`src/rtl/keypad_pkg.sv`:
```
// Shared definitions for the keypad scanner: FSM states, key bit positions
// as seen by the password-lock encoder, and a small popcount helper.
package keypad_pkg;

  localparam int NUM_ROWS = 4;
  localparam int NUM_COLS = 4;
  localparam int NUM_KEYS = NUM_ROWS * NUM_COLS;

  typedef enum logic [1:0] {
    ST_IDLE    = 2'd0,
    ST_PRESS   = 2'd1,
    ST_HELD    = 2'd2,
    ST_RELEASE = 2'd3
  } key_state_t;

  // Bit index = row*4 + col, matching the lock's decoder.
  localparam int KEY_ENTER = 0;
  localparam int KEY_0     = 3;
  localparam int KEY_3     = 5;
  localparam int KEY_2     = 6;
  localparam int KEY_1     = 7;
  localparam int KEY_CLEAR = 8;
  localparam int KEY_6     = 9;
  localparam int KEY_5     = 10;
  localparam int KEY_4     = 11;
  localparam int KEY_RESET = 12;
  localparam int KEY_9     = 13;
  localparam int KEY_8     = 14;
  localparam int KEY_7     = 15;

  function automatic logic [4:0] popcount16(input logic [15:0] v);
    logic [4:0] n;
    n = '0;
    for (int i = 0; i < 16; i++) begin
      n = n + {4'b0000, v[i]};
    end
    return n;
  endfunction

endpackage

```
`src/rtl/keypad_sync.sv`:
```
// Two-flop synchronizer for a bus of independent asynchronous inputs,
// with a configurable synchronous reset value.
module keypad_sync #(
  parameter int             W       = 4,
  parameter logic [W-1:0]   RST_VAL = '1
) (
  input  logic         i_clk,
  input  logic         i_rst,
  input  logic [W-1:0] i_d,
  output logic [W-1:0] o_q
);

  logic [W-1:0] r_meta;
  logic [W-1:0] r_sync;

  always_ff @(posedge i_clk) begin
    if (i_rst) begin
      r_meta <= RST_VAL;
      r_sync <= RST_VAL;
    end else begin
      r_meta <= i_d;
      r_sync <= r_meta;
    end
  end

  assign o_q = r_sync;

endmodule

```
`src/rtl/keypad_scan_onehot.sv`:
```
// 4x4 keypad scanner: rotates an active-low column drive, builds a key map
// per scan frame, debounces a single key over whole frames, and presents it onehot.
module keypad_scan_onehot
  import keypad_pkg::*;
#(
  parameter int SCAN_DIV        = 50000,
  parameter int DEBOUNCE_FRAMES = 5,
  parameter int HOLD_LAST       = 1
) (
  input  logic        clk,
  input  logic        rst,
  input  logic [3:0]  row_n,
  output logic [3:0]  col_n,
  output logic [15:0] onehot,
  output logic        key_down,
  output logic        key_pulse,
  output logic        multi_key,
  output logic [1:0]  dbg_state
);

  localparam int                 DIV_W    = $clog2(SCAN_DIV);
  localparam logic [DIV_W-1:0]   DIV_LAST = DIV_W'(SCAN_DIV - 1);
  localparam int                 CNT_W    = $clog2(DEBOUNCE_FRAMES + 1);
  localparam logic [CNT_W-1:0]   CNT_DONE = CNT_W'(DEBOUNCE_FRAMES);

  logic [3:0]       w_row_s;
  logic             w_sample;
  logic             w_frame_end;
  logic [15:0]      w_map;
  logic [4:0]       w_pop;
  logic             w_single;
  logic             w_match;
  logic [CNT_W-1:0] w_cnt_inc;

  logic [DIV_W-1:0] r_div;
  logic [1:0]       r_col;
  logic [3:0]       r_col_n;
  logic [15:0]      r_raw;

  key_state_t       r_state;
  logic [15:0]      r_cand;
  logic [CNT_W-1:0] r_cnt;
  logic [15:0]      r_onehot;
  logic             r_key_down;
  logic             r_key_pulse;
  logic             r_multi_key;

  keypad_sync #(
    .W       (4),
    .RST_VAL (4'b1111)
  ) u_row_sync (
    .i_clk (clk),
    .i_rst (rst),
    .i_d   (row_n),
    .o_q   (w_row_s)
  );

  assign w_sample    = (r_div == DIV_LAST);
  assign w_frame_end = w_sample && (r_col == 2'd3);

  // Raw map with the active column's samples merged in; on the last slot
  // this is the complete frame map that the debouncer evaluates.
  always_comb begin
    w_map = r_raw;
    for (int r = 0; r < NUM_ROWS; r++) begin
      w_map[{2'(r), r_col}] = ~w_row_s[2'(r)];
    end
  end

  assign w_pop     = popcount16(w_map);
  assign w_single  = (w_pop == 5'd1);
  assign w_match   = (w_map == r_cand);
  assign w_cnt_inc = r_cnt + CNT_W'(1);

  always_ff @(posedge clk) begin
    if (rst) begin
      r_div   <= '0;
      r_col   <= 2'd0;
      r_col_n <= 4'b1110;
      r_raw   <= '0;
    end else if (w_sample) begin
      r_div   <= '0;
      r_col   <= r_col + 2'd1;
      r_col_n <= {r_col_n[2:0], r_col_n[3]};
      r_raw   <= (r_col == 2'd3) ? 16'h0000 : w_map;
    end else begin
      r_div   <= r_div + DIV_W'(1);
    end
  end

  // Debounce FSM; every decision is taken only on the frame-end cycle.
  always_ff @(posedge clk) begin
    if (rst) begin
      r_state     <= ST_IDLE;
      r_cand      <= '0;
      r_cnt       <= '0;
      r_onehot    <= '0;
      r_key_down  <= 1'b0;
      r_key_pulse <= 1'b0;
      r_multi_key <= 1'b0;
    end else begin
      r_key_pulse <= 1'b0;
      if (w_frame_end) begin
        r_multi_key <= (w_pop > 5'd1);
        case (r_state)
          ST_IDLE: begin
            if (w_single) begin
              r_cand <= w_map;
              if (DEBOUNCE_FRAMES == 1) begin
                r_state     <= ST_HELD;
                r_cnt       <= '0;
                r_onehot    <= w_map;
                r_key_down  <= 1'b1;
                r_key_pulse <= 1'b1;
              end else begin
                r_state <= ST_PRESS;
                r_cnt   <= CNT_W'(1);
              end
            end
          end
          ST_PRESS: begin
            if (!w_match) begin
              r_state <= ST_IDLE;
              r_cnt   <= '0;
            end else if (w_cnt_inc == CNT_DONE) begin
              r_state     <= ST_HELD;
              r_cnt       <= '0;
              r_onehot    <= r_cand;
              r_key_down  <= 1'b1;
              r_key_pulse <= 1'b1;
            end else begin
              r_cnt <= w_cnt_inc;
            end
          end
          ST_HELD: begin
            if (!w_match) begin
              if (DEBOUNCE_FRAMES == 1) begin
                r_state    <= ST_IDLE;
                r_cnt      <= '0;
                r_key_down <= 1'b0;
                if (HOLD_LAST == 0) r_onehot <= '0;
              end else begin
                r_state <= ST_RELEASE;
                r_cnt   <= CNT_W'(1);
              end
            end
          end
          ST_RELEASE: begin
            if (w_match) begin
              r_state <= ST_HELD;
              r_cnt   <= '0;
            end else if (w_cnt_inc == CNT_DONE) begin
              r_state    <= ST_IDLE;
              r_cnt      <= '0;
              r_key_down <= 1'b0;
              if (HOLD_LAST == 0) r_onehot <= '0;
            end else begin
              r_cnt <= w_cnt_inc;
            end
          end
          default: begin
            r_state <= ST_IDLE;
            r_cnt   <= '0;
          end
        endcase
      end
    end
  end

  assign col_n     = r_col_n;
  assign onehot    = r_onehot;
  assign key_down  = r_key_down;
  assign key_pulse = r_key_pulse;
  assign multi_key = r_multi_key;
  assign dbg_state = r_state;

endmodule
```
`config.mk`:
```
export PLATFORM = sky130hd
export DESIGN_NAME = keypad_scan_onehot
export DESIGN_NICKNAME = d
export VERILOG_FILES = /design/src/rtl/keypad_pkg.sv /design/src/rtl/keypad_sync.sv /design/src/rtl/keypad_scan_onehot.sv
export SDC_FILE = /design/constraint.sdc
export NUM_CORES = 1
export LEC_CHECK = 0
export CAP_MARGIN = 10
export CORE_UTILIZATION = 35
export DETAILED_ROUTE_END_ITERATION = 8
export SYNTH_ARGS = -nofsm -noshare
export SYNTH_HDL_FRONTEND = slang
export SYNTH_SLANG_ARGS = --single-unit
```
`constraint.sdc`:
```
create_clock -name clk -period 5.04 [get_ports clk]
set_clock_uncertainty 0.05 [all_clocks]
set_input_delay 0.504 -clock clk [delete_from_list [all_inputs] [get_ports clk]]
set_output_delay 0.504 -clock clk [all_outputs]
set_load 0.05 [all_outputs]
```
==> After elaboration in Yosys (flattened, before gate mapping) <==
Cells that the tools add are included.
{ "word_totals": {"register_bits": 82, "in_bits": 6, "word_cells": 107, "out_inout_bits": 25} }
{ "classes": {"n_mux": 32, "add_sub_neg": 18, "n_bitwise": 5, "eq_ne": 16, "order_cmp": 9, "reduce_logical": 14} }
{ "op_table": {"columns": ["cell", "n"], "rows": [
  ["$bwmux 16", 4],
  ["$add 5x1->5", 11],
  ["$add 16x1->16 const B", 1],
  ["$eq 16x16->1", 1],
  ["$eq 16x16->1 const B", 1],
  ["$mux 16", 1],
  ["$mux 3", 5],
  ["$mux 2", 6],
  ["$ne 2x2->1 const B", 6],
  ["$pmux 3 s4", 1],
  ["$lt 4x5->1 const B", 2],
  ["$mux 1", 9],
  ["$demux 1 s2", 4],
  ["$ge 4x1->1 const B", 2],
  ["$pmux 2 s4", 1],
  ["$eq 2x2->1 const B", 3],
  ["$ne 3x3->1 const B", 2],
  ["$reduce_and 3->1", 2],
  ["$reduce_and 6->1", 1],
  ["$add 4x1->5", 1],
  ["$eq 5x1->1 const B", 1],
  ["$gt 5x1->1 const B", 1],
  ["$logic_and 1x1->1", 5],
  ["$lt 2x5->1 const B", 1],
  ["other kinds (18)", 22]
]} }

==> Depth between registers and ports, before layout <==
Gate-level depths: netlist of the first run.
{ "logic_depth": {"depth_word": 26, "ltp_mapped": 21, "ltp_nobuf": 20} }

==> Hierarchy <==
A second synthesis of the first run with hierarchy kept.
{ "unflattened": {"cells_unflattened": 453, "area_unflattened_um2": 4134.0} }
{ "modules_own_cells": {"columns": ["module", "instances", "area_per_inst_um2", "cells_each", "seq_area_each_um2"], "rows": [
  ["keypad_scan_onehot", 1, 3923.8, 437, 1561.5],
  ["keypad_sync", 1, 210.2, 16, 160.2]
]} }

==> Worst setup path after synthesis of the first run <==
No wires, ideal clock.
{ "synth_timing": {"path_type": "flip-flop to flip-flop", "startpoint": "reg r_col[0]", "endpoint": "reg r_state[0], in the netlist dbg_state[0]", "required_time_ps": 4852, "n_path_buf": 1, "stages_incl_launch_ff": 21, "setup_ps": 138, "arrival_ps": 4837, "slack_ps": 15, "cell_sequence": "dfxtp_1 > ha_1 > clkbuf_1 > nor2_1 > a21oi_1 > fa_1 > inv_1 > fa_1 > fa_1 > fa_1 > inv_1 > ha_1 > inv_1 > fa_1 > nor2b_1 > a31oi_1 > and4b_1 > o311ai_0 > o21ai_0 > o311ai_0 > a31oi_1"} }
{ "synth_via": {"elab_chain_cells": 26, "elab_cells_between_ends": 51, "cone_classes": "add/sub: 15; order compare: 8; eq/ne: 7; mux: 15; reduce/logical: 6"} }
{ "synth_lines": {"columns": ["element", "line", "source"], "rows": [
  ["start: declaration", "keypad_scan_onehot.sv:36", "logic [1:0] r_col;"],
  ["start signal: assignment", "keypad_scan_onehot.sv:83", "r_col <= r_col + 2'd1;"],
  ["$lt 2x5->1 (not written as such) / $ge 2x1->1 (equally long branches)", "keypad_scan_onehot.sv:66", "w_map[{2'(r), r_col}] = ~w_row_s[2'(r)];"],
  ["$logic_and 1x1->1 (not written as such)", "keypad_scan_onehot.sv:66", null],
  ["$mux 1 (not written as such)", "keypad_scan_onehot.sv:66", null],
  ["$demux 1 s2 *", "keypad_scan_onehot.sv:66", null],
  ["$bwmux 16 * (4 in a row)", "keypad_scan_onehot.sv:66", null],
  ["net w_map[1]", "keypad_scan_onehot.sv:29", "logic [15:0] w_map;"],
  ["$add 1x1->2", "keypad_pkg.sv:35", "n = n + {4'b0000, v[i]};"],
  ["$add 2x1->3", "keypad_pkg.sv:35", null],
  ["$add 3x1->4", "keypad_pkg.sv:35", null],
  ["$add 4x1->5", "keypad_pkg.sv:35", null],
  ["$add 5x1->5 (11 in a row)", "keypad_pkg.sv:35", null],
  ["$eq 5x1->1", "keypad_scan_onehot.sv:71", "assign w_single = (w_pop == 5'd1);"],
  ["$ne 2x2->1 (no line)", null, null],
  ["$reduce_and 5->1 (no line)", null, null],
  ["end signal: assignment", "keypad_scan_onehot.sv:94", "r_state <= ST_IDLE;"],
  ["end signal: assignment", "keypad_scan_onehot.sv:110", "r_state <= ST_HELD;"],
  ["end signal: assignment", "keypad_scan_onehot.sv:116", "r_state <= ST_PRESS;"],
  ["end: declaration", "keypad_scan_onehot.sv:40", "key_state_t r_state;"]
]} }
The timed path passes the listed nets; every way through them passes the cells marked *.
A chain may end at the register's enable or synchronous reset.

==> Worst setup path in the final report of the first run <==
{ "layout_timing": {"startpoint": "reg r_col[1]", "endpoint": "reg r_cnt[2]"} }
{ "layout_via": {"elab_chain_cells": 26, "elab_cells_between_ends": 49, "cone_classes": "add/sub: 15; order compare: 8; eq/ne: 5; mux: 15; reduce/logical: 6"} }
{ "layout_lines": {"columns": ["element", "line", "source"], "rows": [
  ["$lt 2x5->1 (not written as such) / $ge 2x1->1 (equally long branches)", "keypad_scan_onehot.sv:66", null],
  ["$logic_and 1x1->1 (not written as such)", "keypad_scan_onehot.sv:66", null],
  ["$mux 1 (not written as such)", "keypad_scan_onehot.sv:66", null],
  ["$demux 1 s2 *", "keypad_scan_onehot.sv:66", null],
  ["$bwmux 16 * (4 in a row)", "keypad_scan_onehot.sv:66", null],
  ["net w_map[0]", "keypad_scan_onehot.sv:29", null],
  ["$add 1x1->2", "keypad_pkg.sv:35", null],
  ["$add 2x1->3", "keypad_pkg.sv:35", null],
  ["$add 3x1->4", "keypad_pkg.sv:35", null],
  ["$add 4x1->5", "keypad_pkg.sv:35", null],
  ["$add 5x1->5 (11 in a row)", "keypad_pkg.sv:35", null],
  ["$eq 5x1->1", "keypad_scan_onehot.sv:71", null],
  ["$ne 2x2->1 (no line)", null, null],
  ["$reduce_and 3->1 (no line)", null, null],
  ["end signal: assignment", "keypad_scan_onehot.sv:132", "r_cnt <= w_cnt_inc;"],
  ["end signal: assignment", "keypad_scan_onehot.sv:158", "r_cnt <= w_cnt_inc;"],
  ["end: declaration", "keypad_scan_onehot.sv:42", "logic [CNT_W-1:0] r_cnt;"]
]} }
Marked as above.

==> results of run 1 <==
-- registers in the layout (all words and copies together), names as in the netlist, named ones only --
signal and flops:
r_cand 16, u_row_sync.r_meta 2, r_div 16, key_pulse 1
key_down 1, r_cnt 3, col_n 4, multi_key 1
dbg_state 1, r_col 2, r_raw 16, u_row_sync.o_q 2
onehot 16
-- worst min-delay path by stage --
| stage | startpoint | cells after the start | slack, ps | to |
|---|---|---|---|---|
| after floorplan | u_row_sync.r_meta[0]$_SDFF_PP1_ | 1 | 340 | u_row_sync.o_q[0]$_SDFF_PP1_ |
| after global placement | u_row_sync.r_meta[1]$_SDFF_PP1_ | 1 | 350 | u_row_sync.o_q[1]$_SDFF_PP1_ |
| after detailed placement | u_row_sync.r_meta[0]$_SDFF_PP1_ | 1 | 340 | u_row_sync.o_q[0]$_SDFF_PP1_ |
| after CTS | u_row_sync.r_meta[0]$_SDFF_PP1_ | 1 | 360 | u_row_sync.o_q[0]$_SDFF_PP1_ |
| after global routing | u_row_sync.r_meta[0]$_SDFF_PP1_ | 1 | 370 | u_row_sync.o_q[0]$_SDFF_PP1_ |
| final | u_row_sync.r_meta[0]$_SDFF_PP1_ | 1 | 360 | u_row_sync.o_q[0]$_SDFF_PP1_ |
-- cell usage after synthesis (all sizes together) (4+ instances only) --
library cell,number
a21oi,36
a31oi,8
and2,8
and3,8
buf,4
clkbuf,18
dfxtp,82
fa,10
ha,13
inv,20
mux2i,18
nand2,54
nand2b,6
nand3,15
nand3b,7
nand4,8
nor2,68
nor2b,7
nor3,8
nor4,6
nor4bb,4
o21ai,15
o32ai,4
or2,5
xnor2,16
xor2,8
-- where the power goes --
part / switching [uW] / total, uW / leakage (uW) / internal [uW]
Sequential: 2.76 / 653 / 0.000663 / 651
Clock: 254 / 592 / 0.000130 / 337
Combinational: 20.9 / 32.5 / 0.00104 / 11.6
Total: 278 / 1280 / 0.00184 / 1000
-- timing repair --
action                                 CTS  global route
resized for setup                       14            22
setup endpoints to repair               19            20
endpoints found under the hold margin    0             0
setup buffers                            0             2
cloned                                   0             0
pin swaps                                1             7
-- per-layer routing --
metal | global-route usage | up-vias | part of all wire
li1 | - | 1703 | -
met1 | 0.220 | 1632 | 0.47
met2 | 0.283 | 66 | 0.48
met3 | 0.0406 | 10 | 0.038
met4 | 0.0590 | 0 | 0.013
met5 | 0 | - | 0
-- cell families after synthesis --
| family | after synthesis | share of synthesized area |
|---|---|---|
| adder cells (fa/ha/maj) | 23 | 0.0888 |
| buffers and inverters | 42 | 0.0435 |
| XOR/XNOR | 24 | 0.0514 |
| multiplexers | 18 | 0.0441 |
| flip-flops | 82 | 0.402 |
| AND/OR/NAND/NOR | 215 | 0.269 |
| AO/OA/AOI/OAI | 72 | 0.101 |
-- through the flow --
step                      setup slack, ps  TNS (ps)  cells  hold slack [ps]   util
after floorplan                      14.7         0    476              339      -
after global placement               -120     -1710    647              348  0.404
after detailed placement             -183     -2700    647              343  0.404
after CTS                            20.4         0    660              358  0.431
after global routing                -66.2      -150    662              371  0.438
final                                 116         0    662              357  0.438
-- critical path, delay by kind of cell, from the launching register on --
kind | cells | cell delay (ps)
flops | 1 | 370
compound gates | 4 | 760
simple gates | 4 | 570
buf+inv | 5 | 420
fa+ha+maj | 7 | 2680
-- final cells by class --
| class | count | area, um^2 | share of cell area |
|---|---|---|---|
| tap | 143 | 179 | 0.0358 |
| multi-input combinational | 352 | 2370 | 0.474 |
| clock buffer | 10 | 239 | 0.0478 |
| clock inverter | 3 | 18.8 | 0.00375 |
| sequential | 82 | 1650 | 0.330 |
| inverter | 20 | 77.6 | 0.0155 |
| timing repair buffer | 52 | 468 | 0.0936 |
==> summary.txt, run 1 <==
area grow syn2layout: 22.4%
post-DR wirelength/cell: 14.5 um
worst setup path class: reg -> reg
Starting Density: 0.358
commonest cells after routing, fill and taps aside: 80 x dfxtp_1, 65 x nor2_1, 54 x nand2_1
VDD IR max: 0.000134 V
CP most frequent cell: fa_1
reg-to-reg slack, setup: 120 ps
final instance area: 5000 um^2
EDFF count, synth: 0
drt total wl: 9600 um
synthesized area: 4090 um^2
first-pass GRT wire length: 15,800 um
Leakage: 0.00184 uW
antenna viol nets, final: 0
f_max: 0.203 GHz
Crit. Startpoint: r_col[1]$_SDFFE_PP0N_
Yosys top cell by area: dfxtp_1
Period minus WS final: 4920 ps
1st-pass router iterations: 4
R2R Path Start: r_col[1]$_SDFFE_PP0N_
final net count: 546
CP max stage delay: 570 ps
Slowest cell on crit path: fa_1
main flop type after synthesis: dfxtp_1
placed cell area: 4620 um^2
number of DRC markers in iteration 0: 163
post-layout power: 1280 uW
Worst Path Arrival: 5130 ps
total CTS buffers: 9
placer congestion estimate: 0.793
relative slew slack: 0.458
FF-to-FF End: r_cnt[2]$_SDFFE_PP0P_
Residual DRC: 0
worst hold path type: reg -> reg
vias after detailed routing: 3,411
vias in the first global route: 3,308
mean post-synth cell area: 8.58 um^2
share of the synthesized area in the top cell type: 0.402
PortBufs: 28
Crit path required time: 5250 ps
clock latency on the worst-skew pair: 350 ps
clock sinks: 82
worst-path cell chain: inv_4 > ha_4 > and2_4 > nor2_4 > fa_1 > inv_2 > fa_1 > fa_1 > fa_1 > inv_1 > ha_2 > inv_2 > fa_2 > nor2b_1 > a31oi_1 > and4b_1 > o311ai_1 > buf_4 > a31oi_2 > o32ai_2
Post-DP HPWL: 6540 um
end of the critical path: r_cnt[2]$_SDFFE_PP0P_
RSZ-0062 raised after global routing: yes
Area contributors post-synth: dfxtp_1 40%, nor2_1 6.2%, nand2_1 5.0%, fa_1 4.9%, a21oi_1 4.4%
Hold Fails Final Rpt: 0
Worst-path clk slew: 60 ps
YS warnings: 0
Rows: 39
root buffer selected by CTS: clkbuf_16
Unique masters post-synth: 48
Worst setup EP type: flop
CTS tree: yes
GR Util All Layers: 0.172
async set-or-reset flop fraction in the synthesized netlist: 0
final cycle utilization of the critical path: 0.977
Via density: 5.15
crit path max fanout: 4
outcome: completed
register area share after synthesis: 0.402
commonest non-fill, non-tap cell in the layout: dfxtp_1
initial antenna violation count: 0
Post-Syn Instances: 476
Max Transition Viols Final: 0
Max-Cap Viols: 0
core area: 11,400 um^2
grt total ovfl: 0
Syn Nets: 505
R2R cell count: 20
Die Ht: 110 um
layout cell share with drive strength beyond 1: 0.145
deepest clock path buffer count: 2
final setup fails: 0
filler instances: 1,155
num ports: 31
pin count of the biggest net entering global routing: 61
#FFs+latches synth: 82
Slew @ Worst Pin: 801 ps
Pwr per Cell Area: 256 nW/um^2
DIE AREA: 12,100 um^2
Die W: 110 um
# hold bufs at CTS: 0
Antenna Diode Count: 0
Worst Setup Start Kind: flop
H-tree depth: 3
Note: power is estimated with default switching activity, not from simulation.
==> run 2, diff against run 1 <==
--- a/config.mk
+++ b/config.mk
@@ -8,6 +8,7 @@
 export CAP_MARGIN = 10
 export CORE_UTILIZATION = 35
 export DETAILED_ROUTE_END_ITERATION = 8
+export PLACE_DENSITY_LB_ADDON = 0.25
 export SYNTH_ARGS = -nofsm -noshare
 export SYNTH_HDL_FRONTEND = slang
 export SYNTH_SLANG_ARGS = --single-unit
==> run 2 against run 1 <==
Against the previous run: flip-flop and latch count unchanged; critical path type unchanged; design area increased by 2.9%; worst hold slack is essentially flat; final cell count is 1.2% higher; largest cell class unchanged; first-iteration DRC count down 18%; largest power group unchanged; sequential power hardly changed.
==> summary.txt, run 2 (synthesis gave the netlist of run 1 again) <==
Max-Cap Viols: 0 (unchanged)
Period minus WS final: 4980 ps (+59.6 ps)
Starting Density: 0.358 (unchanged)
buffers and inverters on the worst path: 5 (unchanged)
placed cell area: 4650 um^2 (+0.76%)
Slew @ Worst Pin: 940 ps (+139 ps)
R2R Path Start: r_col[1]$_SDFFE_PP0N_
clock sinks: 82 (unchanged)
deepest clock path buffer count: 2 (unchanged)
drt total wl: 9350 um (-2.6%)
Hold Fails Final Rpt: 0 (unchanged)
FF-to-FF End: r_cnt[2]$_SDFFE_PP0P_
pin count of the biggest net entering global routing: 61 (unchanged)
root buffer selected by CTS: clkbuf_16
R2R cell count: 20 (unchanged)
final instance area: 5140 um^2 (+2.9%)
final cycle utilization of the critical path: 0.989 (+0.0118)
area grow syn2layout: 25.9%
number of DRC markers in iteration 0: 134 (-18%)
post-layout power: 1330 uW (+4.1%)
f_max: 0.201 GHz (-1.2%)
Via density: 5.02 (-2.5%)
Post-DP HPWL: 6380 um (-2.5%)
Int Power: 1060 uW (+5.6%)
CP Depth: 20 (unchanged)
VDD IR max: 0.000138 V (+3.3%)
Slowest cell on crit path: fa_1
commonest cells after routing, fill and taps aside: 80 x dfxtp_1, 62 x nor2_1, 54 x nand2_1
vias in the first global route: 3,117 (-5.8%)
Clock power frac: 0.484 (+0.021)
first-pass GRT wire length: 15,100 um (-4.5%)
placer congestion estimate: 0.804 (+1.3%)
Max Transition Viols Final: 0 (unchanged)
Rows: 39 (unchanged)
Fin Setup TNS: 0 ps (unchanged)
Comb power frac: 0.025 (about the same)
core area: 11,400 um^2 (unchanged)
antenna viol nets, final: 0 (unchanged)
CP delay by family, top: adder cells
RSZ-0062 raised after global routing: yes
outcome: completed
Pwr per Cell Area: 259 nW/um^2 (+1.2%)
post-DR wirelength/cell: 14.0 um (-3.8%)
sequential share of power: 0.491 (-0.020)
crit path max fanout: 8 (+4)
1st-pass router iterations: 4 (unchanged)
vias after detailed routing: 3,365 (-1.3%)
reg-to-reg slack, setup: 60 ps (-60 ps)
clock latency on the worst-skew pair: 340 ps (about the same)
PortBufs: 28 (unchanged)
end of the critical path: r_cnt[2]$_SDFFE_PP0P_
GR Util All Layers: 0.165 (-0.00710)
Residual DRC: 0 (unchanged)
commonest non-fill, non-tap cell in the layout: dfxtp_1
Worst Setup Start Kind: flop
Worst Path Arrival: 5180 ps (+50 ps)
total CTS buffers: 9 (unchanged)
Sw Ratio: 0.207 (-0.0107)
Die W: 110 um (unchanged)
Worst-path clk slew: 60 ps (about the same)
relative slew slack: 0.364 (-0.0942)
num ports: 31 (unchanged)
Crit. Startpoint: r_col[1]$_SDFFE_PP0N_
DIE AREA: 12,100 um^2 (unchanged)
Hold WS: 357 ps (+0.0210 ps)
Antenna Diode Count: 0 (unchanged)
CP most frequent cell: fa_1
H-tree depth: 3 (unchanged)
CP max stage delay: 570 ps (about the same)
Crit path required time: 5240 ps (about the same)
grt total ovfl: 0 (unchanged)
NetSw: 275 uW (-0.98%)
worst hold path type: reg -> reg
CTS tree: yes
initial antenna violation count: 0 (unchanged)
final setup fails: 0 (unchanged)
worst setup path class: reg -> reg
filler instances: 1,137 (-1.6%)
final net count: 552 (+1.1%)
Leakage: 0.00190 uW (+3.4%)
Die Ht: 110 um (unchanged)
# hold bufs at CTS: 0 (unchanged)
worst-path cell chain: inv_4 > ha_4 > nor2_4 > a21oi_2 > fa_1 > inv_2 > fa_1 > fa_1 > fa_1 > inv_1 > ha_2 > inv_2 > fa_2 > nor2b_4 > a31oi_2 > and4b_1 > o311ai_1 > buf_4 > a31oi_4 > o32ai_2
layout cell share with drive strength beyond 1: 0.163 (+0.0187)
Worst setup EP type: flop
## run 2: changes by cell type in the layout (fill, tap and decap cells not counted), moves of 2 or more
cell,before,now
buf_4,23,28
clkbuf_1,0,2
nor2_1,65,62
nor2_2,1,3
nor2b_2,4,2
nor2b_4,0,3
## run 2: layer usage
| metal | vias up | part of all wire | GRT usage |
|---|---|---|---|
| li1 | 1728 | - | - |
| met1 | 1591 | 0.49 | 0.215 |
| met2 | 34 | 0.47 | 0.262 |
| met3 | 12 | 0.025 | 0.0317 |
| met4 | 0 | 0.018 | 0.0771 |
| met5 | - | 0 | 0 |
## run 2: timing repair
item | 4_1_cts | 5_1_grt
cloned | 0 | 0
pin swaps | 0 | 11
resized for setup | 5 | 42
setup endpoints to repair | 4 | 20
buffers inserted | 0 | 5
## run 2: cell type report
type / count / area, um^2 / share of cell area
tap: 143 / 179 / 0.0348
inverter: 20 / 77.6 / 0.0151
sequential: 82 / 1650 / 0.321
multi-input combinational: 352 / 2430 / 0.472
timing repair buffer: 58 / 526 / 0.102
clock inverter: 3 / 40.0 / 0.00778
clock buffer: 12 / 246 / 0.0479
## run 2: power by group through the flow
stage               Clock (uW)  Combinational, uW  Sequential (uW)
detailed placement           0               31.3              668
floorplan                    0               21.4              668
global placement             0               30.8              668
CTS                        662               31.7              654
global route               686               37.0              653
finish                     644               33.2              653
## run 2: through the flow
stage,utilization,worst slack (ps),std cells
2_1_floorplan,-,14.7,476
3_3_place_gp,0.407,-36.0,650
3_5_place_dp,0.407,-121,650
4_1_cts,0.434,3.79,665
5_1_grt,0.450,-79.2,670
6_report,0.450,56.7,670
## run 2: worst min-delay path by stage
stage,startpoint,end,slack [ps],cells past startpoint
floorplan,u_row_sync.r_meta[0]$_SDFF_PP1_,u_row_sync.o_q[0]$_SDFF_PP1_,340,1
global placement,u_row_sync.r_meta[0]$_SDFF_PP1_,u_row_sync.o_q[0]$_SDFF_PP1_,340,1
detailed placement,u_row_sync.r_meta[0]$_SDFF_PP1_,u_row_sync.o_q[0]$_SDFF_PP1_,350,1
CTS,u_row_sync.r_meta[0]$_SDFF_PP1_,u_row_sync.o_q[0]$_SDFF_PP1_,360,1
global route,u_row_sync.r_meta[0]$_SDFF_PP1_,u_row_sync.o_q[0]$_SDFF_PP1_,370,1
finish,u_row_sync.r_meta[0]$_SDFF_PP1_,u_row_sync.o_q[0]$_SDFF_PP1_,360,1
